`src/rtl/sum_sequencer_if.sv`:
```
// Bundle between the sum sequencer and the summing unit / controlling host.
// The master side is the sequencer; the slave side is its environment.
interface sum_sequencer_if;
  logic       start;
  logic [7:0] seed;
  logic       go_l;
  logic [7:0] valueToinA;
  logic       done;
  logic [7:0] sumIn;
  logic [7:0] expSum;
  logic       resultValid;
  logic       match;
  logic       error;
  logic       busy;

  modport master (
    input  start, seed, done, sumIn,
    output go_l, valueToinA, expSum, resultValid, match, error, busy
  );

  modport slave (
    output start, seed, done, sumIn,
    input  go_l, valueToinA, expSum, resultValid, match, error, busy
  );
endinterface

```
`src/rtl/sum_sequencer.sv`:
```
// Drives an LFSR value stream plus zero terminator into a summing unit and
// compares the unit's reported sum against a locally accumulated expected sum.
module sum_sequencer #(
  parameter int NUM_VALUES     = 8,
  parameter int TIMEOUT_CYCLES = 64
) (
  input  logic             ck,
  input  logic             reset,
  sum_sequencer_if.master  bus
);

  localparam int CNT_W  = 4;
  localparam int WAIT_W = $clog2(TIMEOUT_CYCLES + 1);
  localparam logic [CNT_W-1:0]  LAST_IDX  = CNT_W'(NUM_VALUES - 1);
  localparam logic [WAIT_W-1:0] LAST_WAIT = WAIT_W'(TIMEOUT_CYCLES - 1);
  localparam logic [WAIT_W-1:0] WAIT_ONE  = WAIT_W'(1);
  localparam logic [WAIT_W-1:0] WAIT_ZERO = WAIT_W'(0);

  typedef enum logic [1:0] {
    ST_IDLE = 2'd0,
    ST_SEND = 2'd1,
    ST_TERM = 2'd2,
    ST_WAIT = 2'd3
  } state_t;

  state_t             state_r;
  logic [7:0]         value_r;
  logic [7:0]         exp_sum_r;
  logic [CNT_W-1:0]   cnt_r;
  logic [WAIT_W-1:0]  wait_cnt_r;
  logic               go_l_r;
  logic               result_valid_r;
  logic               match_r;
  logic               error_r;
  logic               busy_r;

  function automatic logic [7:0] lfsr_next(input logic [7:0] q);
    return {q[6:0], q[7] ^ q[5] ^ q[4] ^ q[3]};
  endfunction

  // A zero seed would lock the LFSR, so it is promoted to 8'h01.
  function automatic logic [7:0] seed_fix(input logic [7:0] s);
    return (s == 8'h00) ? 8'h01 : s;
  endfunction

  // Sequencer FSM with all outputs registered.
  always_ff @(posedge ck) begin
    if (reset) begin
      state_r        <= ST_IDLE;
      value_r        <= 8'h00;
      exp_sum_r      <= 8'h00;
      cnt_r          <= {CNT_W{1'b0}};
      wait_cnt_r     <= WAIT_ZERO;
      go_l_r         <= 1'b1;
      result_valid_r <= 1'b0;
      match_r        <= 1'b0;
      error_r        <= 1'b0;
      busy_r         <= 1'b0;
    end else begin
      result_valid_r <= 1'b0;
      go_l_r         <= 1'b1;
      case (state_r)
        ST_IDLE: begin
          if (bus.start) begin
            state_r    <= ST_SEND;
            value_r    <= seed_fix(bus.seed);
            go_l_r     <= 1'b0;
            exp_sum_r  <= 8'h00;
            cnt_r      <= {CNT_W{1'b0}};
            wait_cnt_r <= WAIT_ZERO;
            error_r    <= 1'b0;
            busy_r     <= 1'b1;
          end else begin
            value_r    <= 8'h00;
          end
        end
        ST_SEND: begin
          exp_sum_r <= exp_sum_r + value_r;
          if (bus.done) begin
            error_r <= 1'b1;
          end else begin
            error_r <= error_r;
          end
          if (cnt_r == LAST_IDX) begin
            state_r <= ST_TERM;
            value_r <= 8'h00;
          end else begin
            cnt_r   <= cnt_r + 4'd1;
            value_r <= lfsr_next(value_r);
          end
        end
        ST_TERM: begin
          if (bus.done) begin
            error_r <= 1'b1;
          end else begin
            error_r <= error_r;
          end
          state_r    <= ST_WAIT;
          wait_cnt_r <= WAIT_ZERO;
        end
        ST_WAIT: begin
          if (bus.done) begin
            match_r        <= (bus.sumIn == exp_sum_r);
            result_valid_r <= 1'b1;
            state_r        <= ST_IDLE;
            busy_r         <= 1'b0;
          end else if (wait_cnt_r == LAST_WAIT) begin
            // The unit never answered: report a failed, erroneous run.
            error_r        <= 1'b1;
            match_r        <= 1'b0;
            result_valid_r <= 1'b1;
            state_r        <= ST_IDLE;
            busy_r         <= 1'b0;
          end else begin
            wait_cnt_r     <= wait_cnt_r + WAIT_ONE;
          end
        end
        default: begin
          state_r <= ST_IDLE;
          value_r <= 8'h00;
          busy_r  <= 1'b0;
        end
      endcase
    end
  end

  assign bus.go_l        = go_l_r;
  assign bus.valueToinA  = value_r;
  assign bus.expSum      = exp_sum_r;
  assign bus.resultValid = result_valid_r;
  assign bus.match       = match_r;
  assign bus.error       = error_r;
  assign bus.busy        = busy_r;

  sum_sequencer_checker u_checker (
    .ck           (ck),
    .reset        (reset),
    .go_l         (go_l_r),
    .value        (value_r),
    .result_valid (result_valid_r),
    .busy         (busy_r)
  );

endmodule

// Output-consistency properties of the sequencer.
module sum_sequencer_checker (
  input logic       ck,
  input logic       reset,
  input logic       go_l,
  input logic [7:0] value,
  input logic       result_valid,
  input logic       busy
);

  go_l_only_when_busy: assert property (@(posedge ck) disable iff (reset)
    (go_l == 1'b0) |-> busy);

  value_only_when_busy: assert property (@(posedge ck) disable iff (reset)
    (value != 8'h00) |-> busy);

  result_only_when_idle: assert property (@(posedge ck) disable iff (reset)
    result_valid |-> !busy);

endmodule

```
`src/flat_wrapper.sv`:
```
// flat-port wrapper written by rule: the top's interface ports become plain ports
module sum_sequencer_flat 
#(
  parameter int NUM_VALUES     = 8,
  parameter int TIMEOUT_CYCLES = 64
)
  (ck, reset, bus_start, bus_seed, bus_done, bus_sumIn, bus_go_l, bus_valueToinA, bus_expSum, bus_resultValid, bus_match, bus_error, bus_busy);
  sum_sequencer_if bus_i ();
  input  logic ck;
  input  logic reset;
  input wire logic [$bits(bus_i.start)-1:0] bus_start;
  input wire logic [$bits(bus_i.seed)-1:0] bus_seed;
  input wire logic [$bits(bus_i.done)-1:0] bus_done;
  input wire logic [$bits(bus_i.sumIn)-1:0] bus_sumIn;
  output wire logic [$bits(bus_i.go_l)-1:0] bus_go_l;
  output wire logic [$bits(bus_i.valueToinA)-1:0] bus_valueToinA;
  output wire logic [$bits(bus_i.expSum)-1:0] bus_expSum;
  output wire logic [$bits(bus_i.resultValid)-1:0] bus_resultValid;
  output wire logic [$bits(bus_i.match)-1:0] bus_match;
  output wire logic [$bits(bus_i.error)-1:0] bus_error;
  output wire logic [$bits(bus_i.busy)-1:0] bus_busy;
  assign bus_i.start = bus_start;
  assign bus_i.seed = bus_seed;
  assign bus_i.done = bus_done;
  assign bus_i.sumIn = bus_sumIn;
  assign bus_go_l = bus_i.go_l;
  assign bus_valueToinA = bus_i.valueToinA;
  assign bus_expSum = bus_i.expSum;
  assign bus_resultValid = bus_i.resultValid;
  assign bus_match = bus_i.match;
  assign bus_error = bus_i.error;
  assign bus_busy = bus_i.busy;
  sum_sequencer #(.NUM_VALUES(NUM_VALUES), .TIMEOUT_CYCLES(TIMEOUT_CYCLES)) u_core (.ck(ck), .reset(reset), .bus(bus_i));
endmodule
```
`config.mk`:
```
export PLATFORM = sky130hd
export DESIGN_NAME = sum_sequencer_flat
export DESIGN_NICKNAME = d
export VERILOG_FILES = /design/src/rtl/sum_sequencer_if.sv /design/src/rtl/sum_sequencer.sv /design/src/flat_wrapper.sv
export SDC_FILE = /design/constraint.sdc
export NUM_CORES = 1
export LEC_CHECK = 0
export ABC_AREA = 0
export BUFFER_PORTS_ARGS = -buffer_cell sky130_fd_sc_hd__buf_2
export CORE_UTILIZATION = 40
export CTS_CLUSTER_SIZE = 30
export DETAILED_ROUTE_END_ITERATION = 7
export PLACE_DENSITY_LB_ADDON = 0.05
export REMOVE_ABC_BUFFERS = 1
export SLEW_MARGIN = 20
export SYNTH_ARGS = -nofsm -noshare
export SYNTH_HDL_FRONTEND = slang
export SYNTH_SLANG_ARGS = --single-unit
```
`constraint.sdc`:
```
create_clock -name ck -period 4.8 [get_ports ck]
set_input_delay 0.48 -clock ck [delete_from_list [all_inputs] [get_ports ck]]
set_output_delay 0.48 -clock ck [all_outputs]
set_load 0.05 [all_outputs]
```
==> flow_results.xml, run 1 <==
<?xml version="1.0" encoding="UTF-8"?>
<metrics>
  <group name="cells_and_area">
    <metric name="synthToLayoutAreaGrowth" unit="%">16.85</metric>
    <metric name="finish.cell_count_without_fillers" unit="">329</metric>
    <metric name="final_area" unit="um^2">2333</metric>
    <metric name="post_route_cells_drive_above_1_share" unit="">0.2252</metric>
    <metric name="n_antenna_cell" unit="">0</metric>
    <metric name="layout.nets" unit="">296</metric>
  </group>
  <group name="die">
    <metric name="io_pins" unit="">41</metric>
    <metric name="floorplan.die_area" unit="um^2">5279</metric>
    <metric name="die_w" unit="um">72.66</metric>
    <metric name="die_height" unit="um">72.66</metric>
    <metric name="coreArea" unit="um^2">4755</metric>
    <metric name="num_rows" unit="">25</metric>
    <metric name="initial_core_util" unit="">0.4200</metric>
  </group>
  <group name="sta">
    <metric name="layout_worst_path_cycle_share" unit="">0.4564</metric>
    <metric name="report.final.hold_viol_count" unit="">0</metric>
    <metric name="finalSetupViolations" unit="">0</metric>
    <metric name="setup_ws" unit="ns">2.609</metric>
    <metric name="clock-skew-final" unit="ns">0.008009</metric>
    <metric name="final_report_max_slew_violation_count" unit="">0</metric>
    <metric name="max-slew-margin-rel" unit="">0.3730</metric>
    <metric name="worst_slew_pin_slew" unit="ns">0.9143</metric>
    <metric name="clock.fmax" unit="GHz">0.4565</metric>
    <metric name="setup-tns-final" unit="ns">0</metric>
    <metric name="min_period" unit="ns">2.191</metric>
    <metric name="unrepaired_setup_endpoints_after_global_routing" unit="">no</metric>
  </group>
  <group name="setup_path">
    <metric name="worst-endpoint-arrival" unit="ns">2.38</metric>
    <metric name="end_kind" unit="">register</metric>
    <metric name="critPathMaxFanout" unit="">11</metric>
    <metric name="worst_ep_required_time" unit="ns">4.99</metric>
    <metric name="worst-setup-path-type" unit="">reg -&gt; reg</metric>
    <metric name="worstSetupStartpointType" unit="">register</metric>
  </group>
  <group name="global_routing">
    <metric name="antenna_found_initial" unit="">0</metric>
    <metric name="first_global_vias" unit="">1569</metric>
    <metric name="grt_first_pass_wirelength" unit="um">7334</metric>
    <metric name="grt.total_usage" unit="">0.1822</metric>
    <metric name="grt_start_max_net_pins" unit="">26</metric>
    <metric name="grt_overflow" unit="">0</metric>
  </group>
  <group name="clock_tree">
    <metric name="ctsResizeCount" unit="">0</metric>
    <metric name="clkSlewWorstSetupHoldPaths" unit="ns">0.07</metric>
    <metric name="cts_root_buf" unit="">sky130_fd_sc_hd__clkbuf_8</metric>
    <metric name="clkLatencyLatePin" unit="ns">0.28</metric>
    <metric name="post-cts-setup-buffer-count" unit="">0</metric>
    <metric name="ctsHoldBuffers" unit="">0</metric>
    <metric name="max-clock-path-buffers" unit="">2</metric>
    <metric name="numCtsBuffers" unit="">5</metric>
    <metric name="cts_tree" unit="">done</metric>
    <metric name="cts_sinks" unit="">34</metric>
    <metric name="number_of_h_tree_branching_levels" unit="">2</metric>
  </group>
  <group name="logic_synthesis">
    <metric name="async_reset_ff_frac" unit="">0</metric>
    <metric name="yosys_most_used_dff" unit="">sky130_fd_sc_hd__dfxtp_1</metric>
    <metric name="synth-warning-count" unit="">0</metric>
    <metric name="synth.yosys.seq_area_share" unit="">0.3409</metric>
    <metric name="synth_instances" unit="">225</metric>
    <metric name="synthesis.area_per_instance" unit="um^2">8.875</metric>
    <metric name="synth_enable_flop_cells" unit="">0</metric>
    <metric name="mappedNetlistArea" unit="um^2">1997</metric>
    <metric name="netlist-cell-type-count" unit="">47</metric>
    <metric name="ys_seq_elements" unit="">34</metric>
  </group>
  <group name="place">
    <metric name="post-dp-hpwl" unit="um">3281</metric>
    <metric name="io_buffer_count" unit="">40</metric>
    <metric name="placedInstanceArea" unit="um^2">2227</metric>
    <metric name="placement.setup.worst_slack" unit="ns">2.636</metric>
    <metric name="gp_congestion" unit="">0.8028</metric>
    <metric name="post-place-cells" unit="">321</metric>
  </group>
  <group name="run_status">
    <metric name="outcome" unit="">completed</metric>
  </group>
  <group name="drt">
    <metric name="routed-via-count" unit="">1713</metric>
    <metric name="final_antenna_net_count" unit="">0</metric>
    <metric name="dr.first_iter.drc_count" unit="">45</metric>
    <metric name="dr_drc_count" unit="">0</metric>
    <metric name="finalWirelength" unit="um">4430</metric>
    <metric name="count_of_tritonroute_iterations_in_the_first_routing_pass" unit="">4</metric>
    <metric name="route.detailed.wl_per_inst" unit="um">13.47</metric>
    <metric name="viasPerCell" unit="">5.207</metric>
  </group>
  <group name="power">
    <metric name="power_leakage" unit="uW">0.001005</metric>
    <metric name="cellPowerDensity" unit="nW/um^2">623.9</metric>
    <metric name="worst_ir_drop_vdd" unit="mV">0.3664</metric>
  </group>
  <group name="hold_path">
    <metric name="classification_of_the_worst_slack_hold_path" unit="">in -&gt; reg</metric>
  </group>
  <group name="job">
    <metric name="max_cap_violations" unit="">0</metric>
  </group>
</metrics>
[placed cells by master, fill, tap and decap left out, types with 5 or more instances in the layout]
master and instances:
sky130_fd_sc_hd__buf_2 40, sky130_fd_sc_hd__dfxtp_1 34, sky130_fd_sc_hd__nor2_1 23, sky130_fd_sc_hd__nand2_1 18
sky130_fd_sc_hd__xnor2_1 14, sky130_fd_sc_hd__ha_1 14, sky130_fd_sc_hd__a22oi_1 12, sky130_fd_sc_hd__a21oi_1 11
sky130_fd_sc_hd__inv_1 9, sky130_fd_sc_hd__a211oi_1 9, sky130_fd_sc_hd__nand3_1 8, sky130_fd_sc_hd__xor2_1 8
sky130_fd_sc_hd__nor2b_1 5, sky130_fd_sc_hd__clkbuf_8 5
[final timing paths]
check,from,endpoint,slack [ns],depth (start not counted)
worst min-delay path,bus_start,u_core.bus.go_l$_SDFF_PP1_,0.44,2
worst max register to register,u_core.state_r[0]$_SDFFE_PP0P_,u_core.cnt_r[3]$_SDFFE_PP0P_,2.61,7
worst min register to register,u_core.bus.match$_SDFFE_PP0P_,u_core.bus.match$_SDFFE_PP0P_,0.45,2
worst max-delay path,u_core.state_r[0]$_SDFFE_PP0P_,u_core.cnt_r[3]$_SDFFE_PP0P_,2.61,7
[cell type report]
type / instances / area [um^2]
fillers: 494 / 2421
multi-input cells: 171 / 1229
flip-flops and latches: 34 / 680.7
repair buffers: 40 / 200.2
well taps: 67 / 83.83
clock buffers: 7 / 76.32
inverters: 9 / 33.78
clock inverters: 1 / 30.03
[kinds of logic after synthesis]
family | synth area share
buffers and inverters | 0.04386
multiplexers | 0.01003
adder cells (fa/ha/maj) | 0.09775
flip-flops | 0.3409
AO/OA/AOI/OAI | 0.2130
XOR/XNOR | 0.09649
AND/OR/NAND/NOR | 0.1980
[worst max-delay path, cell delays in order, from the launching register on]
cell and delay [ns]:
sky130_fd_sc_hd__dfxtp_1 0.33, sky130_fd_sc_hd__inv_1 0.12, sky130_fd_sc_hd__ha_1 0.32, sky130_fd_sc_hd__mux2i_1 0.80
sky130_fd_sc_hd__a31oi_1 0.16, sky130_fd_sc_hd__nand4_1 0.16, sky130_fd_sc_hd__xor2_1 0.14, sky130_fd_sc_hd__nor2_1 0.05
[registers in the layout (all words and copies together), names as in the netlist]
signal                  count
u_core.cnt_r                4
u_core.wait_cnt_r           7
u_core.bus.resultValid      1
u_core.bus.expSum           8
u_core.bus.match            1
u_core.state_r              2
u_core.bus.busy             1
u_core.bus.go_l             1
u_core.bus.valueToinA       8
u_core.bus.error            1
[synth_stat cells (all sizes together), types with 3 or more instances]
cell type	instances	area share
a2111oi	3	0.023
a211oi	10	0.040
a21o	3	0.011
a21oi	11	0.028
a22oi	12	0.045
buf	3	0.012
clkbuf	8	0.015
dfxtp	34	0.34
ha	14	0.088
inv	9	0.017
nand2	18	0.034
nand2b	5	0.019
nand3	8	0.020
nand4	4	0.016
nor2	23	0.043
nor2b	5	0.016
nor3	4	0.010
o21ai	3	0.0075
xnor2	14	0.061
xor2	8	0.035
[metal layers]
layer	vias up	GRT usage	routed length, um
li1	876	-	-
met1	800	0.2215	2040
met2	35	0.3146	2201
met3	2	0.04558	163
met4	0	0.05882	25
met5	-	0	0
[where the power goes]
part	switching, uW	internal (uW)	leakage (uW)
clock network	104	155	0.0000524
registers	86.4	352	0.000277
logic	509	250	0.000676
total	699	757	0.00101
[metrics by stage]
stage	power, uW	hold slack (ns)	util
detailed placement	1207	0.4460	0.4684
global route	1563	0.4468	0.4908
finish	1456	0.4382	0.4908
floorplan	1030	0.4559	-
global placement	1207	0.4430	0.4684
CTS	1471	0.4308	0.4908
No activity file was read; power rests on OpenSTA's default activity.
==> run 2, diff against run 1 <==
clock period = 2.3 ns   (was 4.8 ns; I/O delays follow)
==> run 2 against run 1 <==
Net effect: hold slack lost 0.25 ns; worst setup slack lost 2.2 ns; total power increased by 100%; combinational power is 110% higher; largest cell class unchanged; sequential power grew 110%; critical path depth stayed put; cell area down 0.21%; utilization fell by 0.11 points; clock-buffer cell count decreased by 2; maximum frequency increased by 16%; wire length grew 1.7%.
==> flow_results.xml, run 2 (synthesis gave the netlist of run 1 again) <==
<?xml version="1.0" encoding="UTF-8"?>
<metrics>
  <group name="setup_path">
    <metric name="ordered_cell_list_for_the_critical_path" unit="">ha_1 &gt; fa_1 &gt; a21o_1 &gt; a21oi_1 &gt; o211ai_1 &gt; xnor2_1 &gt; o22ai_1</metric>
    <metric name="end_kind" unit="">register</metric>
    <metric name="r2r-end" unit="">u_core.bus.expSum[6]$_SDFFE_PP0P_</metric>
    <metric name="worstSetupStartpointType" unit="">register</metric>
    <metric name="worst-r2r-setup-slack" unit="ns">0.41</metric>
    <metric name="crit_path_start" unit="">u_core.bus.expSum[0]$_SDFFE_PP0P_</metric>
    <metric name="reg2regPathDepth" unit="">7</metric>
    <metric name="setup.worst_path.end" unit="">u_core.bus.expSum[6]$_SDFFE_PP0P_</metric>
    <metric name="r2r_start" unit="">u_core.bus.expSum[0]$_SDFFE_PP0P_</metric>
    <metric name="worst-setup-path-type" unit="">reg -&gt; reg</metric>
    <metric name="critPathMaxFanout" unit="">4</metric>
    <metric name="critPathSlowestCell" unit="">sky130_fd_sc_hd__fa_1</metric>
    <metric name="timing.critical_path.slowest_cell_delay" unit="ns">0.41</metric>
    <metric name="worst_ep_required_time" unit="ns">2.46</metric>
    <metric name="worst-endpoint-arrival" unit="ns">2.05</metric>
  </group>
  <group name="job">
    <metric name="max_cap_violations" unit="">0</metric>
  </group>
  <group name="sta">
    <metric name="final_report_max_slew_violation_count" unit="">0</metric>
    <metric name="clock.fmax" unit="GHz">0.5290</metric>
    <metric name="clock-skew-final" unit="ns">0.002914</metric>
    <metric name="layout_worst_path_cycle_share" unit="">0.8219</metric>
    <metric name="setup-tns-final" unit="ns">0</metric>
    <metric name="min_period" unit="ns">1.890</metric>
    <metric name="unrepaired_setup_endpoints_after_global_routing" unit="">no</metric>
    <metric name="worst_slew_pin_slew" unit="ns">0.4700</metric>
    <metric name="report.final.hold_viol_count" unit="">0</metric>
    <metric name="max-slew-margin-rel" unit="">0.6846</metric>
    <metric name="finalSetupViolations" unit="">0</metric>
  </group>
  <group name="global_routing">
    <metric name="grt_util_met3" unit="">0.04144</metric>
    <metric name="gr-max-usage-layer" unit="">met2</metric>
    <metric name="grt_first_pass_wirelength" unit="um">7341</metric>
    <metric name="grt_start_max_net_pins" unit="">25</metric>
    <metric name="grt_util_met1" unit="">0.2419</metric>
    <metric name="grt.total_usage" unit="">0.1850</metric>
    <metric name="global_route.usage.met2" unit="">0.3001</metric>
    <metric name="antenna_found_initial" unit="">0</metric>
    <metric name="first_global_vias" unit="">1532</metric>
    <metric name="grt_overflow" unit="">0</metric>
  </group>
  <group name="drt">
    <metric name="viasPerCell" unit="">5.097</metric>
    <metric name="route.detailed.wl_per_inst" unit="um">13.61</metric>
    <metric name="finalWirelength" unit="um">4504</metric>
    <metric name="dr_drc_count" unit="">0</metric>
    <metric name="count_of_tritonroute_iterations_in_the_first_routing_pass" unit="">6</metric>
    <metric name="routed-via-count" unit="">1687</metric>
    <metric name="final_antenna_net_count" unit="">0</metric>
    <metric name="dr.first_iter.drc_count" unit="">59</metric>
  </group>
  <group name="clock_tree">
    <metric name="ctsHoldBuffers" unit="">0</metric>
    <metric name="cts_sinks" unit="">34</metric>
    <metric name="post-cts-setup-buffer-count" unit="">0</metric>
    <metric name="number_of_h_tree_branching_levels" unit="">2</metric>
    <metric name="clkSlewWorstSetupHoldPaths" unit="ns">0.07</metric>
    <metric name="clkLatencyLatePin" unit="ns">0.28</metric>
    <metric name="ctsResizeCount" unit="">0</metric>
    <metric name="cts_tree" unit="">done</metric>
    <metric name="numCtsBuffers" unit="">5</metric>
    <metric name="max-clock-path-buffers" unit="">2</metric>
    <metric name="cts_root_buf" unit="">sky130_fd_sc_hd__clkbuf_8</metric>
  </group>
  <group name="place">
    <metric name="io_buffer_count" unit="">40</metric>
    <metric name="gp_congestion" unit="">0.8016</metric>
    <metric name="post-dp-hpwl" unit="um">3332</metric>
    <metric name="post-place-cells" unit="">324</metric>
  </group>
  <group name="run_status">
    <metric name="outcome" unit="">completed</metric>
  </group>
  <group name="power">
    <metric name="cellPowerDensity" unit="nW/um^2">1267</metric>
    <metric name="worst_ir_drop_vdd" unit="mV">0.7055</metric>
    <metric name="power_leakage" unit="uW">0.001011</metric>
    <metric name="power.total" unit="uW">2951</metric>
  </group>
  <group name="die">
    <metric name="coreArea" unit="um^2">4755</metric>
    <metric name="die_height" unit="um">72.66</metric>
    <metric name="initial_core_util" unit="">0.4200</metric>
    <metric name="die_w" unit="um">72.66</metric>
    <metric name="num_rows" unit="">25</metric>
    <metric name="floorplan.die_area" unit="um^2">5279</metric>
    <metric name="io_pins" unit="">41</metric>
  </group>
  <group name="cells_and_area">
    <metric name="finish.cell_count_without_fillers" unit="">331</metric>
    <metric name="layout_commonest_cell" unit="">sky130_fd_sc_hd__buf_2</metric>
    <metric name="synthToLayoutAreaGrowth" unit="%">16.60</metric>
    <metric name="fillerInstances" unit="">481</metric>
    <metric name="n_antenna_cell" unit="">0</metric>
    <metric name="post_route_cells_drive_above_1_share" unit="">0.2386</metric>
    <metric name="layout_common_cells" unit="">sky130_fd_sc_hd__buf_2 (40), sky130_fd_sc_hd__dfxtp_1 (34), sky130_fd_sc_hd__nor2_1 (23), sky130_fd_sc_hd__nand2_1 (18)</metric>
    <metric name="layout.nets" unit="">299</metric>
  </group>
  <group name="hold_path">
    <metric name="classification_of_the_worst_slack_hold_path" unit="">in -&gt; reg</metric>
  </group>
</metrics>
-- run 2: changes by cell type in the layout (fill, tap and decap cells not counted), sizes merged --
cell | previous run | this run
clkbuf | 7 | 5
buf | 40 | 43
clkinv | 0 | 2
bufinv | 1 | 0
-- run 2: layer usage --
layer,part of all wire,wire (um),vias to the layer above
met5,0,0,-
met4,0.013,57,0
met3,0.035,156,5
met2,0.46,2082,36
met1,0.49,2207,765
li1,-,-,881
-- run 2: report_power, final --
group | switching, uW | leakage (uW) | internal [uW]
sequential | 181 | 0.000277 | 734
clock | 214 | 0.0000438 | 203
combinational | 1080 | 0.000690 | 543
total | 1470 | 0.00101 | 1480
-- run 2: worst min-delay path by stage --
stage                     slack, ns                                    end                     startpoint  depth (start not counted)
after floorplan                0.30  u_core.bus.valueToinA[0]$_SDFFE_PP0P_                          reset                          1
after global placement         0.45          u_core.bus.match$_SDFFE_PP0P_  u_core.bus.match$_SDFFE_PP0P_                          2
after detailed placement       0.45          u_core.bus.match$_SDFFE_PP0P_  u_core.bus.match$_SDFFE_PP0P_                          2
after CTS                      0.19             u_core.bus.go_l$_SDFF_PP1_                      bus_start                          2
after global routing           0.19             u_core.bus.go_l$_SDFF_PP1_                      bus_start                          2
final                          0.19             u_core.bus.go_l$_SDFF_PP1_                      bus_start                          2
-- run 2: stage by stage --
| step | hold WS, ns | area [um^2] | utilization | setup slack (ns) |
|---|---|---|---|---|
| final | 0.1913 | 2328 | 0.4897 | 0.4096 |
| after global routing | 0.1921 | 2328 | 0.4897 | 0.2706 |
| after CTS | 0.1862 | 2328 | 0.4897 | 0.4016 |
| after detailed placement | 0.4527 | 2250 | 0.4732 | 0.4047 |
| after global placement | 0.4464 | 2250 | 0.4732 | 0.4196 |
| after floorplan | 0.2979 | 1943 | - | 0.2851 |
-- run 2: worst max-delay path: cells and delay by family, from the launching register on --
kind	cells	cell delay, ns
XOR/XNOR	1	0.15
AO/OA/AOI/OAI	4	0.63
flip-flops	1	0.36
adder cells (fa/ha/maj)	2	0.65
-- run 2: area by class of cell --
class	instances	area (um^2)	area share
tap	67	83.83	0.03600
sequential	34	680.7	0.2923
timing repair buffer	43	222.7	0.09565
multi-input combinational	171	1229	0.5277
inverter	9	33.78	0.01451
clock inverter	2	10.01	0.004299
clock buffer	5	68.82	0.02955
==> run 3, diff against run 2 <==
clock period = 1.61 ns   (was 2.3 ns; I/O delays follow)
==> run 3 against run 2 <==
Net effect: total power is 65% higher; die area stayed put; sequential share of layout area is 4.1 points lower; largest power group unchanged; global-route usage rose by 0.90 points; wire length increased by 13%; clock power up 57%; the run now ends with negative setup slack left; critical path type unchanged.
==> flow_results.xml, run 3 (synthesis gave the netlist of run 1 again) <==
<?xml version="1.0" encoding="UTF-8"?>
<metrics>
  <group name="run_status">
    <metric name="outcome" unit="">finished, violations left</metric>
    <metric name="failed_checks" unit="">negative setup slack</metric>
  </group>
  <group name="sta">
    <metric name="clock.fmax" unit="GHz">0.6183</metric>
    <metric name="setup_ws" unit="ns">-0.007272</metric>
    <metric name="max-slew-margin-rel" unit="">0.7591</metric>
    <metric name="min_period" unit="ns">1.617</metric>
    <metric name="unrepaired_setup_endpoints_after_global_routing" unit="">yes</metric>
    <metric name="fin_hold_ws" unit="ns">0.1296</metric>
    <metric name="final_report_max_slew_violation_count" unit="">0</metric>
    <metric name="finalSetupViolations" unit="">2</metric>
    <metric name="layout_worst_path_cycle_share" unit="">1.005</metric>
    <metric name="clock-skew-final" unit="ns">0.008659</metric>
    <metric name="setup-tns-final" unit="ns">-0.01350</metric>
    <metric name="report.final.hold_viol_count" unit="">0</metric>
    <metric name="worst_slew_pin_slew" unit="ns">0.3611</metric>
  </group>
  <group name="power">
    <metric name="power.total" unit="uW">4861</metric>
    <metric name="cellPowerDensity" unit="nW/um^2">1787</metric>
    <metric name="worst_ir_drop_vdd" unit="mV">1.134</metric>
    <metric name="power_leakage" unit="uW">0.001205</metric>
  </group>
  <group name="drt">
    <metric name="finalWirelength" unit="um">5079</metric>
    <metric name="final_antenna_net_count" unit="">0</metric>
    <metric name="routed-via-count" unit="">1848</metric>
    <metric name="viasPerCell" unit="">5.022</metric>
    <metric name="highest_layer" unit="">met4</metric>
    <metric name="dr_wl_met3" unit="um">134</metric>
    <metric name="dr.first_iter.drc_count" unit="">73</metric>
    <metric name="route.detailed.wl_per_inst" unit="um">13.80</metric>
    <metric name="dr_drc_count" unit="">0</metric>
    <metric name="count_of_tritonroute_iterations_in_the_first_routing_pass" unit="">4</metric>
    <metric name="drt-met1-wl" unit="um">2317</metric>
    <metric name="met2WireLength" unit="um">2603</metric>
  </group>
  <group name="global_routing">
    <metric name="grt_overflow" unit="">0</metric>
    <metric name="grt_start_max_net_pins" unit="">17</metric>
    <metric name="first_global_vias" unit="">1720</metric>
    <metric name="grt.total_usage" unit="">0.1940</metric>
    <metric name="grt_first_pass_wirelength" unit="um">7866</metric>
    <metric name="antenna_found_initial" unit="">0</metric>
  </group>
  <group name="cells_and_area">
    <metric name="layout.nets" unit="">335</metric>
    <metric name="synthToLayoutAreaGrowth" unit="%">36.22</metric>
    <metric name="final_area" unit="um^2">2720</metric>
    <metric name="register_area" unit="um^2">684.4</metric>
    <metric name="fillerInstances" unit="">461</metric>
    <metric name="post_route_cells_drive_above_1_share" unit="">0.3787</metric>
    <metric name="layout_commonest_cell" unit="">sky130_fd_sc_hd__buf_2</metric>
    <metric name="layout_common_cells" unit="">sky130_fd_sc_hd__buf_2 (40), sky130_fd_sc_hd__buf_4 (38), sky130_fd_sc_hd__dfxtp_1 (31), sky130_fd_sc_hd__nor2_1 (23), sky130_fd_sc_hd__nand2_1 (18)</metric>
    <metric name="n_antenna_cell" unit="">0</metric>
    <metric name="multiInputGateArea" unit="um^2">1341</metric>
  </group>
  <group name="clock_tree">
    <metric name="clkLatencyLatePin" unit="ns">0.28</metric>
    <metric name="number_of_h_tree_branching_levels" unit="">2</metric>
    <metric name="max-clock-path-buffers" unit="">2</metric>
    <metric name="ctsHoldBuffers" unit="">0</metric>
    <metric name="cts_root_buf" unit="">sky130_fd_sc_hd__clkbuf_8</metric>
    <metric name="clkSlewWorstSetupHoldPaths" unit="ns">0.07</metric>
    <metric name="numCtsBuffers" unit="">5</metric>
    <metric name="cts_tree" unit="">done</metric>
    <metric name="cts_sinks" unit="">34</metric>
  </group>
  <group name="die">
    <metric name="num_rows" unit="">25</metric>
    <metric name="die_height" unit="um">72.66</metric>
    <metric name="floorplan.die_area" unit="um^2">5279</metric>
    <metric name="die_w" unit="um">72.66</metric>
    <metric name="io_pins" unit="">41</metric>
    <metric name="initial_core_util" unit="">0.4200</metric>
    <metric name="coreArea" unit="um^2">4755</metric>
  </group>
  <group name="setup_path">
    <metric name="worstSetupStartpointType" unit="">register</metric>
    <metric name="worst-endpoint-arrival" unit="ns">1.78</metric>
    <metric name="timing.critical_path.max_delay_family" unit="">compound AO/OA/AOI/OAI gates</metric>
    <metric name="crit_buf_inv" unit="">0</metric>
    <metric name="critPathSlowestCell" unit="">sky130_fd_sc_hd__dfxtp_2</metric>
    <metric name="critPathMaxFanout" unit="">2</metric>
    <metric name="ordered_cell_list_for_the_critical_path" unit="">ha_4 &gt; fa_2 &gt; a21o_1 &gt; a21oi_2 &gt; o211ai_1 &gt; xnor2_1 &gt; o22ai_1</metric>
    <metric name="timing.critical_path.slowest_cell_delay" unit="ns">0.34</metric>
    <metric name="worst_ep_required_time" unit="ns">1.77</metric>
    <metric name="worst-setup-path-type" unit="">reg -&gt; reg</metric>
    <metric name="end_kind" unit="">register</metric>
  </group>
  <group name="place">
    <metric name="gp_congestion" unit="">0.7840</metric>
    <metric name="io_buffer_count" unit="">40</metric>
    <metric name="placedInstanceArea" unit="um^2">2497</metric>
    <metric name="post-dp-hpwl" unit="um">3705</metric>
    <metric name="placement.setup.worst_slack" unit="ns">-0.1900</metric>
  </group>
  <group name="job">
    <metric name="max_cap_violations" unit="">0</metric>
  </group>
  <group name="hold_path">
    <metric name="classification_of_the_worst_slack_hold_path" unit="">in -&gt; reg</metric>
  </group>
</metrics>
==> run 3: worst paths after layout <==
check | from | to | slack (ns) | cells after the start
setup reg to reg | u_core.bus.expSum[0]$_SDFFE_PP0P_ | u_core.bus.expSum[6]$_SDFFE_PP0P_ | -0.007 | 7
hold / removal | bus_start | u_core.bus.go_l$_SDFF_PP1_ | 0.13 | 2
setup / recovery | u_core.bus.expSum[0]$_SDFFE_PP0P_ | u_core.bus.expSum[6]$_SDFFE_PP0P_ | -0.007 | 7
hold reg to reg | u_core.bus.error$_SDFFE_PP0P_ | u_core.bus.error$_SDFFE_PP0P_ | 0.47 | 2
==> run 3: cell type report <==
type,count,area share
Sequential cell,34,0.2516
Clock buffer,7,0.03174
Clock inverter,1,0.001840
Inverter,9,0.01242
Multi-Input combinational cell,172,0.4931
Tap cell,67,0.03082
Timing Repair Buffer,78,0.1785
==> run 3: layer usage <==
| layer | GRT usage | vias up |
|---|---|---|
| li1 | - | 955 |
| met1 | 0.2432 | 862 |
| met2 | 0.3396 | 29 |
| met3 | 0.04144 | 2 |
| met4 | 0.04575 | 0 |
| met5 | 0 | - |
==> run 3: power by group <==
part | switching [uW] | internal, uW | leakage (uW)
logic | 1780 | 1210 | 0.000878
registers | 168 | 1050 | 0.000278
clock network | 311 | 345 | 0.0000482
total | 2250 | 2610 | 0.00121
==> run 3: repair_timing <==
action	CTS	global route
setup endpoints to repair	5	24
gates resized for setup	6	15
pin swaps	5	5
setup buffers	1	1
cloned	0	1
==> run 3: through the flow <==
step,instances,util
global route,368,0.5721
detailed placement,357,0.5253
finish,368,0.5721
floorplan,214,-
CTS,366,0.5505
global placement,357,0.5253
